`src/rtl/sweep_pkg.sv`:
```
// -----------------------------------------------------------------------------
// sweep_pkg
// Shared widths and direction encoding for the triangle-wave sweep generator.
//   OUT_W  : width of the signed integer part (output and limit width)
//   FRAC_W : fractional bits of the accumulator and the step
//   ACC_W  : accumulator width, 16.16 fixed point by default
//   EXT_W  : working width for step arithmetic; two guard bits so that
//            acc +/- step (step up to 2^32-1) can never wrap
//   DIR_UP / DIR_DOWN : encoding of the ramp direction register
// -----------------------------------------------------------------------------
package sweep_pkg;

    localparam int OUT_W  = 16;
    localparam int FRAC_W = 16;
    localparam int ACC_W  = OUT_W + FRAC_W;
    localparam int EXT_W  = ACC_W + 2;

    localparam logic DIR_UP   = 1'b0;
    localparam logic DIR_DOWN = 1'b1;

endpackage : sweep_pkg

```
`src/rtl/sweep.sv`:
```
// -----------------------------------------------------------------------------
// sweep
// Registered triangle-wave generator feeding the DAC path. A signed 16.16
// accumulator ramps between minval_in and maxval_in by stepsize_in per clock
// and reverses direction exactly at each limit.
//
// Ports
//   clk_in      : system clock, rising edge
//   rst_n_in    : asynchronous active-low reset (acc = 0, direction up)
//   on_in       : sweep enable; low parks the accumulator at minval_in
//   minval_in   : lower limit, signed integer
//   maxval_in   : upper limit, signed integer
//   stepsize_in : unsigned step per clock, fixed point with FRAC_W fraction
//                 bits (bit 31 is magnitude, not sign)
//   signal_out  : integer part of the accumulator (truncated), registered
// -----------------------------------------------------------------------------
module sweep
    import sweep_pkg::*;
#(
    parameter int OUT_W  = sweep_pkg::OUT_W,
    parameter int FRAC_W = sweep_pkg::FRAC_W
) (
    input  logic                             clk_in,
    input  logic                             rst_n_in,
    input  logic                             on_in,
    input  logic signed [OUT_W-1:0]          minval_in,
    input  logic signed [OUT_W-1:0]          maxval_in,
    input  logic        [OUT_W+FRAC_W-1:0]   stepsize_in,
    output logic signed [OUT_W-1:0]          signal_out
);

    localparam int AW = OUT_W + FRAC_W;
    localparam int XW = AW + 2;

    // Architectural state: accumulator and ramp direction.
    logic signed [AW-1:0] acc_q, acc_d;
    logic                 dir_q, dir_d;

    // Limits placed on the accumulator grid, plus extended copies for the
    // guarded arithmetic.
    logic signed [AW-1:0] min_acc, max_acc;
    logic signed [XW-1:0] acc_x, min_x, max_x, step_x, up_x, dn_x;

    assign min_acc = {minval_in, {FRAC_W{1'b0}}};
    assign max_acc = {maxval_in, {FRAC_W{1'b0}}};

    assign acc_x  = {{2{acc_q[AW-1]}}, acc_q};
    assign min_x  = {{2{min_acc[AW-1]}}, min_acc};
    assign max_x  = {{2{max_acc[AW-1]}}, max_acc};
    // Step is a magnitude: zero-extend so bit 31 never reads as a sign.
    assign step_x = {2'b00, stepsize_in};

    assign up_x = acc_x + step_x;
    assign dn_x = acc_x - step_x;

    // Next-state selection, highest priority first:
    //   disabled, degenerate window, above window, below window,
    //   zero step (hold, keep direction), then a normal step with clamp.
    always_comb begin
        acc_d = acc_q;
        dir_d = dir_q;
        if (!on_in) begin
            acc_d = min_acc;
            dir_d = DIR_UP;
        end else if (minval_in >= maxval_in) begin
            acc_d = min_acc;
            dir_d = DIR_UP;
        end else if (acc_x > max_x) begin
            acc_d = max_acc;
            dir_d = DIR_DOWN;
        end else if (acc_x < min_x) begin
            acc_d = min_acc;
            dir_d = DIR_UP;
        end else if (stepsize_in == '0) begin
            acc_d = acc_q;
            dir_d = dir_q;
        end else if (dir_q == DIR_UP) begin
            if (up_x >= max_x) begin
                acc_d = max_acc;
                dir_d = DIR_DOWN;
            end else begin
                acc_d = up_x[AW-1:0];
            end
        end else begin
            if (dn_x <= min_x) begin
                acc_d = min_acc;
                dir_d = DIR_UP;
            end else begin
                acc_d = dn_x[AW-1:0];
            end
        end
    end

    always_ff @(posedge clk_in or negedge rst_n_in) begin
        if (!rst_n_in) begin
            acc_q <= '0;
            dir_q <= DIR_UP;
        end else begin
            acc_q <= acc_d;
            dir_q <= dir_d;
        end
    end

    // Output is the integer part of the registered accumulator (truncated).
    assign signal_out = acc_q[AW-1 -: OUT_W];

endmodule : sweep

```
`config.mk`:
```
export PLATFORM = sky130hd
export DESIGN_NAME = sweep
export DESIGN_NICKNAME = d
export VERILOG_FILES = /design/src/rtl/sweep_pkg.sv /design/src/rtl/sweep.sv
export SDC_FILE = /design/constraint.sdc
export NUM_CORES = 1
export LEC_CHECK = 0
export ABC_AREA = 1
export CAP_MARGIN = 30
export CORE_MARGIN = 1
export CORE_UTILIZATION = 45
export DETAILED_ROUTE_END_ITERATION = 7
export PLACE_DENSITY = 0.67
export RECOVER_POWER = 25
export SYNTH_ARGS = -nofsm -noshare
export SYNTH_HDL_FRONTEND = slang
export SYNTH_SLANG_ARGS = --single-unit
```
`constraint.sdc`:
```
create_clock -name clk_in -period 8.5 [get_ports clk_in]
set_clock_uncertainty 0.2 [all_clocks]
set_input_delay 1.275 -clock clk_in [delete_from_list [all_inputs] [get_ports clk_in]]
set_output_delay 1.275 -clock clk_in [all_outputs]
set_load 0.01 [all_outputs]
```
==> flow_summary.yaml <==
setup_path:
  critPathSlowestCell: "clkdlybuf4s50_1"
  start_kind: "input pin"
  max_stage_delay_ps: 620
  cpMostUsedCell: "nand2_1"
  path_class: "in2reg"
  critPathArrivalTime_ps: 6620
  end_kind: "register"
  critPathMaxFanout: 17
  worstPathRequired_ps: 8480
synthesis:
  synth_xor_area_share_pct: 3.44
  synthCells: 1539
  async_flop_share_pct: 100
  synthSimpleGateAreaFrac_pct: 36.7
  synth_top_family_by_area: "simple AND/OR/NAND/NOR gates"
  synthAdderAreaFrac_pct: 20.6
  synth_top_area_share_pct: 20.2
  syn_area_mm2: 0.00918
  synth_flop_cell: "dfrtp_1"
  ys_seq_area_share_pct: 9.00
  syn_avg_cell_area_um2: 5.96
  synth-edff-count: 0
  synth_compound_area_share_pct: 16.3
  yosys_warnings: 0
  synth_mux_area_share_pct: 0
  yosys.cell_types.count: 51
  synthesis.nets: 1756
  synth_area_leader_cell: "ha_1"
  synth_seq_cells: 33
  synthTopCellsByArea: "ha_1 20%, nand2_1 15%, inv_1 9.1%"
global_routing:
  antenna_found_initial: 0
  grt_max_degree: 34
  grt_pass1_wl_mm: 52.0
  grt_usage_pct: 33.0
  grt_overflow_total: 0
  first_global_vias: 9356
routing:
  post_drt_wl_per_cell_um: 18.5
  wirelength_mm: 34.2
  dr.pass1.iters: 5
  drtIter0Drc: 822
  vias: 10100
  ant_nets: 0
  drc: 0
  viasPerCell: 5.51
place:
  dp.cells: 1833
  port_buffers: 82
  gp_congestion: 0.992
  placed_area_mm2: 0.00996
  dpl.hpwl_mm: 29.3
clock_tree:
  tritoncts: "yes"
  post_cts.repair.setup_buffers: 0
  cts-root-buf: "clkbuf_16"
  clkSinkCount: 33
  h-tree-depth: 2
  clk_pin_slew_ps: 60
  numCtsBuffers: 5
  clk_latency_ps: 290
  holdBufCountCts: 0
  cts_resized: 0
  cts_buffer_depth: 2
timing:
  fmax_mhz: 151
  slew_viol_final: 34
  fin_hold_ws_ps: 365
  fin_crit_sh_pct: 78.1
  fin_setup_tns_ps: 0
  setup_violations: 0
  final_hold_viol_count: 0
  slew_headroom_pct: -28.6
  rsz0062_at_grt: "no"
  worst_pin_slew_ps: 1930
  period_needed_ps: 6640
floorplanning:
  ios: 83
  die_h_um: 145
  core-area_mm2: 0.0197
  initial_core_util_pct: 46.5
  die_area_mm2: 0.0210
  fp.dieW_um: 145
  row_count: 51
final_layout:
  postLayoutCellArea_mm2: 0.0101
  fillers: 2122
  register_area_um2: 826
  antenna_cells: 0
  final_nets: 1793
  area_growth_pct: 10.4
  post_route_cells_drive_above_1_share_pct: 5.39
  fin_cells: 1842
  utilization_pct: 51.4
  multiInputGateArea_mm2: 0.00707
power:
  p_per_area_mw_per_mm2: 199
  vdd_drop_max_uv: 138
  power.leakage_nw: 5.34
min_path:
  hold_class: "reg2reg"
run_status:
  outcome: "finished with violations"
  violations: "max-capacitance violations, max-slew violations"
flow_run:
  cap_violations: 1
per-stage QoR:
stage | power, mW | worst slack, ps
after floorplan | 1.36 | 3470
after global placement | 1.76 | 1780
after detailed placement | 1.77 | 1810
after CTS | 1.99 | 2070
after global routing | 2.21 | 1510
final | 2.02 | 1860
area by class of cell:
class / instances / share of cell area [%]
multi-input combinational: 1214 / 69.8
clock buffer: 5 / 1.23
clock inverter: 3 / 0.457
timing repair buffer: 85 / 8.24
inverter: 237 / 8.83
tap: 265 / 3.27
sequential: 33 / 8.15
cell families (layout without fill, tap and decap cells):
group	after synthesis	after routing
xor+xnor	36	36
flops	33	33
compound gates	268	268
fa+ha+maj	150	150
simple gates	760	760
buf+inv	292	330
per-layer routing:
layer	global-route usage (%)	share of wire, %	wire length (um)	vias up
li1	-	-	-	5101
met1	42.3	43	14700	4568
met2	55.7	46	15700	399
met3	4.01	6.2	2110	79
met4	13.9	4.8	1640	0
met5	0	0	0	-
where the power goes:
group,internal (mW),switching (mW),total (mW)
Combinational,0.526,1.04,1.56
Sequential,0.180,0.0598,0.240
Clock,0.139,0.0799,0.219
critical path, delay by kind of cell:
family / cells / cell delay, ps
adders and majority gates: 2 / 860
AOI/OAI and AO/OA: 2 / 490
and+or+nand+nor: 22 / 2730
buffers and inverters: 4 / 1010
xor gates and xnor gates: 1 / 230
cells in the final DEF (no fill, tap or decap), drive strengths merged, types with 2 or more instances in the layout:
cell type,count
nand2,394
inv,235
nor2,181
ha,148
a21oi,142
nand3,116
clkdlybuf4s50,81
o21ai,80
xor2,33
dfrtp,33
nand4,23
nor3,19
nor4,18
o21a,10
o22ai,8
clkbuf,7
o21bai,6
o2111ai,5
a21o,4
or2,4
nand3b,3
xnor2,3
a31oi,3
o211ai,3
clkinv,3
a21boi,2
a211oi,2
fa,2
buf,2
Yosys cell counts, types with 3 or more instances:
master and instances:
nand3b_1 3, xor2_1 33, nor3_1 18, buf_4 23
buf_6 8, ha_1 148, o21ai_1 10, nor2_1 167
buf_2 7, a21oi_2 13, xnor2_1 3, nor2_2 6
a21oi_1 129, o21ai_0 70, inv_2 11, o211ai_1 3
a21o_1 4, inv_1 222, nor4_1 18, clkbuf_1 15
dfrtp_1 33, o21a_1 10, a31oi_1 3, o2111ai_1 5
or2_2 3, nand3_2 6, o21bai_1 6, o22ai_1 8
nand2_2 21, nand4_1 23, nand3_1 109, nor2_4 6
nand2_1 371
registers in the layout, indices dropped and copies added (netlist names):
name / count
dir_q: 1
acc_q: 32
path summary, 6_finish.rpt:
| kind | endpoint | cells after the start | slack (ps) | from |
|---|---|---|---|---|
| worst max-delay path | acc_q[28] | 31 | 1860 | stepsize_in[12] |
| worst min-delay path | acc_q[0] | 2 | 370 | acc_q[0] |
| worst max register to register | acc_q[28] | 35 | 3030 | acc_q[0] |
| worst min register to register | acc_q[0] | 2 | 370 | acc_q[0] |
| max in group asynchronous | acc_q[18] | 1 | 5660 | rst_n_in |
| min in group asynchronous | acc_q[29] | 1 | 1320 | rst_n_in |
Note: power is estimated with default switching activity, not from simulation.
